### src/rtl/adder_pkg.sv
// Shared constants, slice-width helper and per-stage carry/valid record for pipelined_adder.
// Optional signed-overflow output is enabled by defining ADDER_OVERFLOW_EN.
package adder_pkg;

  localparam int DEFAULT_WIDTH  = 8;
  localparam int DEFAULT_STAGES = 2;

  // Guard against a zero stage count so the elaboration check can report it cleanly.
  function automatic int slice_width(input int width, input int stages);
    return (stages > 0) ? (width / stages) : width;
  endfunction

  typedef struct packed {
    logic carry;
    logic valid;
  } stage_t;

endpackage

### src/rtl/pipelined_adder_if.sv
// Operand/result handshake bundle for pipelined_adder; ovf exists only with ADDER_OVERFLOW_EN.
interface pipelined_adder_if #(
  parameter int WIDTH = 8
);

  logic             in_valid;
  logic             in_ready;
  logic [WIDTH-1:0] a;
  logic [WIDTH-1:0] b;
  logic             cin;
  logic             out_valid;
  logic             out_ready;
  logic [WIDTH-1:0] sum;
  logic             cout;
`ifdef ADDER_OVERFLOW_EN
  logic             ovf;
`endif

  modport master (
    output in_valid, a, b, cin, out_ready,
`ifdef ADDER_OVERFLOW_EN
    input  ovf,
`endif
    input  in_ready, out_valid, sum, cout
  );

  modport slave (
    input  in_valid, a, b, cin, out_ready,
`ifdef ADDER_OVERFLOW_EN
    output ovf,
`endif
    output in_ready, out_valid, sum, cout
  );

endinterface

### src/rtl/adder_slice.sv
// One carry-chain slice: SW-bit add with carry-in, registered sum and carry/valid record.
// With ADDER_OVERFLOW_EN the final slice also registers signed overflow.
module adder_slice
  import adder_pkg::*;
#(
  parameter int SW = 4
`ifdef ADDER_OVERFLOW_EN
  , parameter bit LAST = 1'b0
`endif
) (
  input  logic          clk,
  input  logic          rst_n,
  input  logic          en,
  input  logic [SW-1:0] a,
  input  logic [SW-1:0] b,
  input  stage_t        prev,
  output logic [SW-1:0] sum,
  output stage_t        st
`ifdef ADDER_OVERFLOW_EN
  , output logic        ovf
`endif
);

  logic [SW:0] full;

  assign full = {1'b0, a} + {1'b0, b} + {{SW{1'b0}}, prev.carry};

  always_ff @(posedge clk or negedge rst_n) begin
    if (!rst_n) begin
      sum <= '0;
      st  <= '0;
    end else if (en) begin
      sum      <= full[SW-1:0];
      st.carry <= full[SW];
      st.valid <= prev.valid;
    end
  end

`ifdef ADDER_OVERFLOW_EN
  logic msb_cin;

  // Carry into the MSB recovered from the sum bit; only the top slice's MSB is the word MSB.
  assign msb_cin = a[SW-1] ^ b[SW-1] ^ full[SW-1];

  always_ff @(posedge clk or negedge rst_n) begin
    if (!rst_n) begin
      ovf <= 1'b0;
    end else if (en) begin
      ovf <= LAST ? (msb_cin ^ full[SW]) : 1'b0;
    end
  end
`endif

endmodule

### src/rtl/pipelined_adder.sv
// WIDTH-bit adder with the carry chain split over STAGES registered slices and a
// single global advance enable for backpressure. Define ADDER_OVERFLOW_EN for the ovf output.
module pipelined_adder
  import adder_pkg::*;
#(
  parameter int WIDTH  = DEFAULT_WIDTH,
  parameter int STAGES = DEFAULT_STAGES
) (
  input logic             clk,
  input logic             rst_n,
  pipelined_adder_if.slave bus
);

  localparam int SW = slice_width(WIDTH, STAGES);

  if ((STAGES < 1) || (STAGES > WIDTH) || ((WIDTH % STAGES) != 0)) begin : g_bad_cfg
    $error("pipelined_adder: WIDTH must be a multiple of STAGES with 1 <= STAGES <= WIDTH");
  end

  logic          adv;
  logic          out_valid_q;
  logic [SW-1:0] op_a  [STAGES];
  logic [SW-1:0] op_b  [STAGES];
  logic [SW-1:0] sum_s [STAGES];
  stage_t        st_in  [STAGES];
  stage_t        st_out [STAGES];
  logic [WIDTH-1:0] sum_aligned;
`ifdef ADDER_OVERFLOW_EN
  logic [STAGES-1:0] ovf_s;
`endif

  // The whole pipeline moves together: it advances unless a finished result is being held.
  assign out_valid_q   = st_out[STAGES-1].valid;
  assign adv           = !out_valid_q || bus.out_ready;
  assign bus.in_ready  = adv;
  assign bus.out_valid = out_valid_q;
  assign bus.sum       = sum_aligned;
  assign bus.cout      = st_out[STAGES-1].carry;
`ifdef ADDER_OVERFLOW_EN
  assign bus.ovf       = |ovf_s;
`endif

  assign st_in[0] = '{carry: bus.cin, valid: bus.in_valid};

  for (genvar k = 0; k < STAGES; k++) begin : g_stage

    if (k == 0) begin : g_direct
      assign op_a[k] = bus.a[k*SW +: SW];
      assign op_b[k] = bus.b[k*SW +: SW];
    end else begin : g_skew
      logic [SW-1:0] a_sk [k];
      logic [SW-1:0] b_sk [k];

      // Slice k's operands wait k loads so they meet the carry coming up the chain.
      always_ff @(posedge clk or negedge rst_n) begin
        if (!rst_n) begin
          for (int j = 0; j < k; j++) begin
            a_sk[j] <= '0;
            b_sk[j] <= '0;
          end
        end else if (adv) begin
          a_sk[0] <= bus.a[k*SW +: SW];
          b_sk[0] <= bus.b[k*SW +: SW];
          for (int j = 1; j < k; j++) begin
            a_sk[j] <= a_sk[j-1];
            b_sk[j] <= b_sk[j-1];
          end
        end
      end

      assign op_a[k]  = a_sk[k-1];
      assign op_b[k]  = b_sk[k-1];
      assign st_in[k] = st_out[k-1];
    end

    adder_slice #(
      .SW   (SW)
`ifdef ADDER_OVERFLOW_EN
      , .LAST (k == STAGES-1)
`endif
    ) u_slice (
      .clk   (clk),
      .rst_n (rst_n),
      .en    (adv),
      .a     (op_a[k]),
      .b     (op_b[k]),
      .prev  (st_in[k]),
      .sum   (sum_s[k]),
      .st    (st_out[k])
`ifdef ADDER_OVERFLOW_EN
      , .ovf (ovf_s[k])
`endif
    );

    if (k == STAGES-1) begin : g_no_deskew
      assign sum_aligned[k*SW +: SW] = sum_s[k];
    end else begin : g_deskew
      localparam int D = STAGES - 1 - k;
      logic [SW-1:0] dsk [D];

      // Early slices hold their partial sums until the top slice catches up.
      always_ff @(posedge clk or negedge rst_n) begin
        if (!rst_n) begin
          for (int j = 0; j < D; j++) begin
            dsk[j] <= '0;
          end
        end else if (adv) begin
          dsk[0] <= sum_s[k];
          for (int j = 1; j < D; j++) begin
            dsk[j] <= dsk[j-1];
          end
        end
      end

      assign sum_aligned[k*SW +: SW] = dsk[D-1];
    end
  end

endmodule

### src/flat_wrapper.sv
// flat-port wrapper written by rule: the top's interface ports become plain ports
module pipelined_adder_flat import adder_pkg::*;
#(
  parameter int WIDTH  = DEFAULT_WIDTH,
  parameter int STAGES = DEFAULT_STAGES
)
  (clk, rst_n, bus_in_valid, bus_a, bus_b, bus_cin, bus_out_ready, bus_in_ready, bus_out_valid, bus_sum, bus_cout);
  pipelined_adder_if #(.WIDTH(WIDTH)) bus_i ();
  input logic clk;
  input logic rst_n;
  input wire logic [$bits(bus_i.in_valid)-1:0] bus_in_valid;
  input wire logic [$bits(bus_i.a)-1:0] bus_a;
  input wire logic [$bits(bus_i.b)-1:0] bus_b;
  input wire logic [$bits(bus_i.cin)-1:0] bus_cin;
  input wire logic [$bits(bus_i.out_ready)-1:0] bus_out_ready;
  output wire logic [$bits(bus_i.in_ready)-1:0] bus_in_ready;
  output wire logic [$bits(bus_i.out_valid)-1:0] bus_out_valid;
  output wire logic [$bits(bus_i.sum)-1:0] bus_sum;
  output wire logic [$bits(bus_i.cout)-1:0] bus_cout;
  assign bus_i.in_valid = bus_in_valid;
  assign bus_i.a = bus_a;
  assign bus_i.b = bus_b;
  assign bus_i.cin = bus_cin;
  assign bus_i.out_ready = bus_out_ready;
  assign bus_in_ready = bus_i.in_ready;
  assign bus_out_valid = bus_i.out_valid;
  assign bus_sum = bus_i.sum;
  assign bus_cout = bus_i.cout;
  pipelined_adder #(.WIDTH(WIDTH), .STAGES(STAGES)) u_core (.clk(clk), .rst_n(rst_n), .bus(bus_i));
endmodule
### config.mk
export PLATFORM = sky130hd
export DESIGN_NAME = pipelined_adder_flat
export DESIGN_NICKNAME = d
export VERILOG_FILES = /design/src/rtl/adder_pkg.sv /design/src/rtl/pipelined_adder_if.sv /design/src/rtl/adder_slice.sv /design/src/rtl/pipelined_adder.sv /design/src/flat_wrapper.sv
export SDC_FILE = /design/constraint.sdc
export NUM_CORES = 1
export LEC_CHECK = 0
export ABC_AREA = 1
export CORE_MARGIN = 2
export CORE_UTILIZATION = 40
export DETAILED_ROUTE_END_ITERATION = 10
export PLACE_DENSITY = 0.68
export SLEW_MARGIN = 0
export SYNTH_ARGS = -nofsm -noshare
export SYNTH_HDL_FRONTEND = slang
export SYNTH_SLANG_ARGS = --single-unit
export TNS_END_PERCENT = 100
### constraint.sdc
create_clock -name clk -period 2.4 [get_ports clk]
set_clock_uncertainty 0.15 [all_clocks]
set_input_delay 0.48 -clock clk [delete_from_list [all_inputs] [get_ports clk]]
set_output_delay 0.48 -clock clk [all_outputs]
set_load 0.05 [all_outputs]
### Yosys cells after proc, flatten, opt, wreduce, memory -nomap -nowiden

Cells that the tools add are included.

| word-level totals | value |
|---|---|
| flip-flop bits (word level) | 24 |
| bits of input ports | 21 |
| output and inout bits | 11 |
| word-level logic and storage cells | 15 |

| cells by class | value |
|---|---|
| add/subtract/negate cells | 4 |
| reductions and logical operators | 2 |

Operator list:

| cell | count |
|---|---|
| 4-bit by 4-bit adder with 5-bit output | 2 |
| 5-bit by 1-bit adder with 5-bit output | 2 |
| 1-bit zero test | 1 |
| 1-bit logical OR | 1 |

### Longest topological paths before layout

| logic depth | value |
|---|---|
| depth after elaboration | 2 |
| gate-level depth with buffers | 8 |
| gate-level depth less buffers | 8 |

### By module

Synthesis repeated with hierarchy kept, for this count alone.

| second synthesis, totals | value |
|---|---|
| cells, all modules | 143 |
| area total of the unflattened synthesis | 1249.9 um^2 |

Modules (own cells, without submodules):

| module | instances | cells each | area an instance (um^2) | seq. area each (um^2) |
|---|---|---|---|---|
| adder_slice | 2 | 45 | 381.6 | 150.1 |
| pipelined_adder | 1 | 53 | 486.7 | 300.3 |

### Worst setup path after synthesis

No wires, ideal clock.

| path | value |
|---|---|
| path type | reg-to-output |
| from | register u_core.g_stage[1].u_slice.st[0] (netlist bit) |
| to | output port bus_in_ready |
| arrival | 1133 ps |
| required time | 1770 ps |
| path slack | 637 ps |
| cell stages (with the launch flop) | 5 |
| buffers on the path | 1 |
| cell sequence | dfrtp_1 inv_1 nor2_4 inv_4 buf_6 |

| on the way | value |
|---|---|
| cells in the longest elaborated chain, start to end | 2 |

Ends and longest elaborated chain:

| what | RTL line | text |
|---|---|---|
| from (decl) | adder_slice.sv:18 | `output stage_t st` |
| 1-bit zero test | pipelined_adder.sv:34 | `assign adv = !out_valid_q \|\| bus.out_ready;` |
| 1-bit logical OR | pipelined_adder.sv:34 |  |
| to (decl) | flat_wrapper.sv:16 | `output wire logic [$bits(bus_i.in_ready)-1:0] bus_in_ready;` |

No other way between the ends.

### Final worst setup path

| path | value |
|---|---|
| from | register u_core.g_stage[1].u_slice.st[1] (netlist bit) |
| to | output port bus_cout |

RTL lines:

| what | RTL line | text |
|---|---|---|
| to (decl) | flat_wrapper.sv:19 | `output wire logic [$bits(bus_i.cout)-1:0] bus_cout;` |

No word-level cell between the ends.

==> impl_metrics.xml <==
<?xml version="1.0" encoding="UTF-8"?>
<metrics>
  <group name="clocking">
    <metric name="cts_made_buffers" unit="">3</metric>
    <metric name="cts_post_setup_buffers_inserted" unit="">0</metric>
    <metric name="cts_root_buf" unit="">clkbuf_4</metric>
    <metric name="tritoncts_clock_tree" unit="">yes</metric>
    <metric name="worstSkewPairLatency" unit="ns">0.32</metric>
    <metric name="clock_transition_at_path_regs" unit="ns">0.14</metric>
    <metric name="htree_levels" unit="">1</metric>
    <metric name="cts-resized-gates" unit="">0</metric>
    <metric name="clock-sinks" unit="">24</metric>
    <metric name="cts.hold.buffers_added" unit="">0</metric>
    <metric name="worst_case_clock_buffer_depth" unit="">2</metric>
  </group>
  <group name="global_routing">
    <metric name="globalRouteMet1Util" unit="">0.169</metric>
    <metric name="gr-usage-met3" unit="">0.0262</metric>
    <metric name="antenna_found_initial" unit="">0</metric>
    <metric name="globalRoute.totalOverflow" unit="">0</metric>
    <metric name="met2_usage" unit="">0.256</metric>
    <metric name="grt_pass1_vias" unit="">924</metric>
    <metric name="peak_usage_layer_in_the_global_routing_report" unit="">met2</metric>
    <metric name="grt_pass1_wl" unit="um">3730</metric>
    <metric name="maximum_number_of_pins_on_one_net_before_global_route_repair" unit="">26</metric>
    <metric name="globalRouteTotalUtil" unit="">0.143</metric>
  </group>
  <group name="sta">
    <metric name="worst_slew_margin_rel" unit="">0.666</metric>
    <metric name="final.period_utilization" unit="">0.892</metric>
    <metric name="finalSetupViolations" unit="">0</metric>
    <metric name="fin_worst_hold_slack" unit="ns">0.341</metric>
    <metric name="hold_viol_final" unit="">0</metric>
    <metric name="pins_over_slew_limit" unit="">0</metric>
    <metric name="fmax" unit="GHz">0.467</metric>
    <metric name="grt_setup_unrepaired" unit="">false</metric>
    <metric name="worst-slew-pin-transition" unit="ns">0.499</metric>
    <metric name="period_needed" unit="ns">2.14</metric>
    <metric name="final.setup.tns" unit="ns">0</metric>
  </group>
  <group name="yosys">
    <metric name="netlist_area" unit="sq mm">0.00123</metric>
    <metric name="synth_seq_cells" unit="">24</metric>
    <metric name="synth_top_area_cell" unit="">dfrtp_1</metric>
    <metric name="yosysWarnings" unit="">0</metric>
    <metric name="ys_seq_area_frac" unit="">0.489</metric>
    <metric name="postSynthCellCount" unit="">139</metric>
    <metric name="syn_nets" unit="">170</metric>
    <metric name="syn-mean-instance-area" unit="sq um">8.83</metric>
    <metric name="netlist.area_leader.share" unit="">0.489</metric>
    <metric name="synthTopCellsByArea" unit="">dfrtp_1 (49%), nand2_1 (18%), fa_1 (6.5%)</metric>
    <metric name="synth_cell_types" unit="">16</metric>
  </group>
  <group name="final_layout">
    <metric name="antenna_cells_inserted" unit="">0</metric>
    <metric name="fraction_of_final_layout_cells_with_drive_strength_greater_than_1" unit="">0.0867</metric>
    <metric name="layout.cells.non_filler" unit="">206</metric>
    <metric name="finish.net_count" unit="">205</metric>
    <metric name="fillers" unit="">273</metric>
    <metric name="area_growth" unit="%">31.5</metric>
  </group>
  <group name="power_and_ir_drop">
    <metric name="p_per_area" unit="mW/mm^2">872</metric>
    <metric name="vdd_drop_max" unit="uV">219</metric>
    <metric name="total_leakage_power" unit="nW">0.822</metric>
    <metric name="p_total" unit="mW">1.41</metric>
  </group>
  <group name="drt">
    <metric name="vias" unit="">976</metric>
    <metric name="drt_pre_antenna_iters" unit="">4</metric>
    <metric name="initial_detailed_routing_violation_count" unit="">27</metric>
    <metric name="drc" unit="">0</metric>
    <metric name="route.detailed.vias_per_inst" unit="">4.74</metric>
    <metric name="postRouteAntennaNets" unit="">0</metric>
    <metric name="post_drt_wl_per_cell" unit="um">11.2</metric>
    <metric name="drt_wl_total" unit="um">2300</metric>
  </group>
  <group name="floorplan">
    <metric name="initial_utilization" unit="">0.412</metric>
    <metric name="core_region_area" unit="sq mm">0.00298</metric>
    <metric name="floorplan.die.width" unit="um">59.4</metric>
    <metric name="placement_rows" unit="">20</metric>
    <metric name="die-height" unit="um">59.4</metric>
    <metric name="die_area" unit="sq mm">0.00353</metric>
    <metric name="io_pins" unit="">32</metric>
  </group>
  <group name="critical_path">
    <metric name="path_cells" unit="">clkdlybuf4s50_1</metric>
    <metric name="worst_ep_required_time" unit="ns">1.77</metric>
    <metric name="critPathLaunchType" unit="">flip-flop</metric>
    <metric name="timing.critical_path.arrival" unit="ns">1.51</metric>
    <metric name="cp-end-kind" unit="">output port</metric>
    <metric name="path_class" unit="">reg2out</metric>
    <metric name="cpMaxStageDelayCell" unit="">clkdlybuf4s50_1</metric>
    <metric name="timing.critical_path.max_delay_family" unit="">buffers and inverters</metric>
    <metric name="critical_path.max_fanout" unit="">2</metric>
    <metric name="cp_num_buf_inv" unit="">1</metric>
    <metric name="cpPeakStageDelay" unit="ns">0.81</metric>
  </group>
  <group name="place">
    <metric name="dp_hpwl" unit="um">1770</metric>
    <metric name="globalplace.congestion" unit="">0.772</metric>
    <metric name="post-place-cells" unit="">202</metric>
    <metric name="placement.io_buffers" unit="">31</metric>
  </group>
  <group name="min_path">
    <metric name="hold_class" unit="">reg2reg</metric>
  </group>
  <group name="run">
    <metric name="max-cap-violations" unit="">0</metric>
  </group>
  <group name="outcome">
    <metric name="result_of_the_run" unit="">completed</metric>
  </group>
</metrics>
## registers in the layout, summed over array words and instances, names as in the netlist
register and count:
u_core.g_stage.g_skew.b_sk 4, u_core.g_stage.g_deskew.dsk 4, u_core.g_stage.u_slice.st 4, u_core.g_stage.u_slice.sum 8
u_core.g_stage.g_skew.a_sk 4
## final timing paths
| check | from | end | slack, ns | cells after the start |
|---|---|---|---|---|
| setup / recovery | u_core.g_stage[1].u_slice.st[1]$_DFFE_PN0P_ | bus_cout | 0.26 | 1 |
| hold / removal | u_core.g_stage[0].u_slice.st[0]$_DFFE_PN0P_ | u_core.g_stage[1].u_slice.st[0]$_DFFE_PN0P_ | 0.34 | 2 |
| setup reg to reg | u_core.g_stage[0].u_slice.st[1]$_DFFE_PN0P_ | u_core.g_stage[1].u_slice.sum[1]$_DFFE_PN0P_ | 0.64 | 4 |
| hold reg to reg | u_core.g_stage[0].u_slice.st[0]$_DFFE_PN0P_ | u_core.g_stage[1].u_slice.st[0]$_DFFE_PN0P_ | 0.34 | 2 |
| max in group asynchronous | rst_n | u_core.g_stage[0].g_deskew.dsk[0]$_DFFE_PN0P_ | 1.51 | 2 |
| min in group asynchronous | rst_n | u_core.g_stage[1].u_slice.sum[0]$_DFFE_PN0P_ | 0.35 | 2 |
## Yosys cell counts
cell type,number
o21ai_0,3
nor2_1,6
nand3_2,2
ha_1,6
inv_1,14
nand3_1,6
o21ai_2,3
fa_1,4
dfrtp_1,24
buf_4,2
buf_6,2
nand2_1,60
o21ai_1,1
nor2_4,1
a21oi_1,4
inv_4,1
## layout make-up
| cell class | count | area [sq um] | area share |
|---|---|---|---|
| repair buffers | 34 | 330 | 0.205 |
| well taps | 33 | 41.3 | 0.0256 |
| clock buffers | 3 | 22.5 | 0.0140 |
| flip-flops and latches | 24 | 601 | 0.372 |
| multi-input cells | 96 | 531 | 0.329 |
| clock inverters | 1 | 30.0 | 0.0186 |
| inverters | 15 | 58.8 | 0.0364 |
## power breakdown
group          switching, mW  internal, mW  total [mW]
registers             0.0497         0.493       0.543
logic                  0.363         0.206       0.569
clock network          0.127         0.169       0.296
total                  0.539         0.868        1.41
## cells in the final DEF, fill, tap and decap left out, drive strengths merged
cell type,n
dfrtp,24
inv,15
nor2,7
nand3,8
fa,4
clkdlybuf4s50,30
clkbuf,3
buf,4
bufinv,1
ha,6
a21oi,4
nand2,60
o21ai,7
## per-stage QoR
step,utilization,worst slack (ns),instance area (sq um)
after global routing,0.542,0.206,1610
final,0.542,0.258,1610
after global placement,0.524,0.193,1560
after CTS,0.542,0.244,1610
after detailed placement,0.524,0.143,1560
after floorplan,-,0.637,1230
## logic make-up after synthesis
logic type	share of synthesized area
buffers and inverters	0.0785
AOI/OAI and AO/OA	0.0540
DFF	0.489
and+or+nand+nor	0.252
adders and majority gates	0.126
## routing by layer
metal | share of wire | vias to the layer above
met5 | 0 | -
met4 | 0.010 | 0
met3 | 0.047 | 4
met2 | 0.52 | 22
met1 | 0.42 | 458
li1 | - | 492
Power figures use the tool's default switching activity.
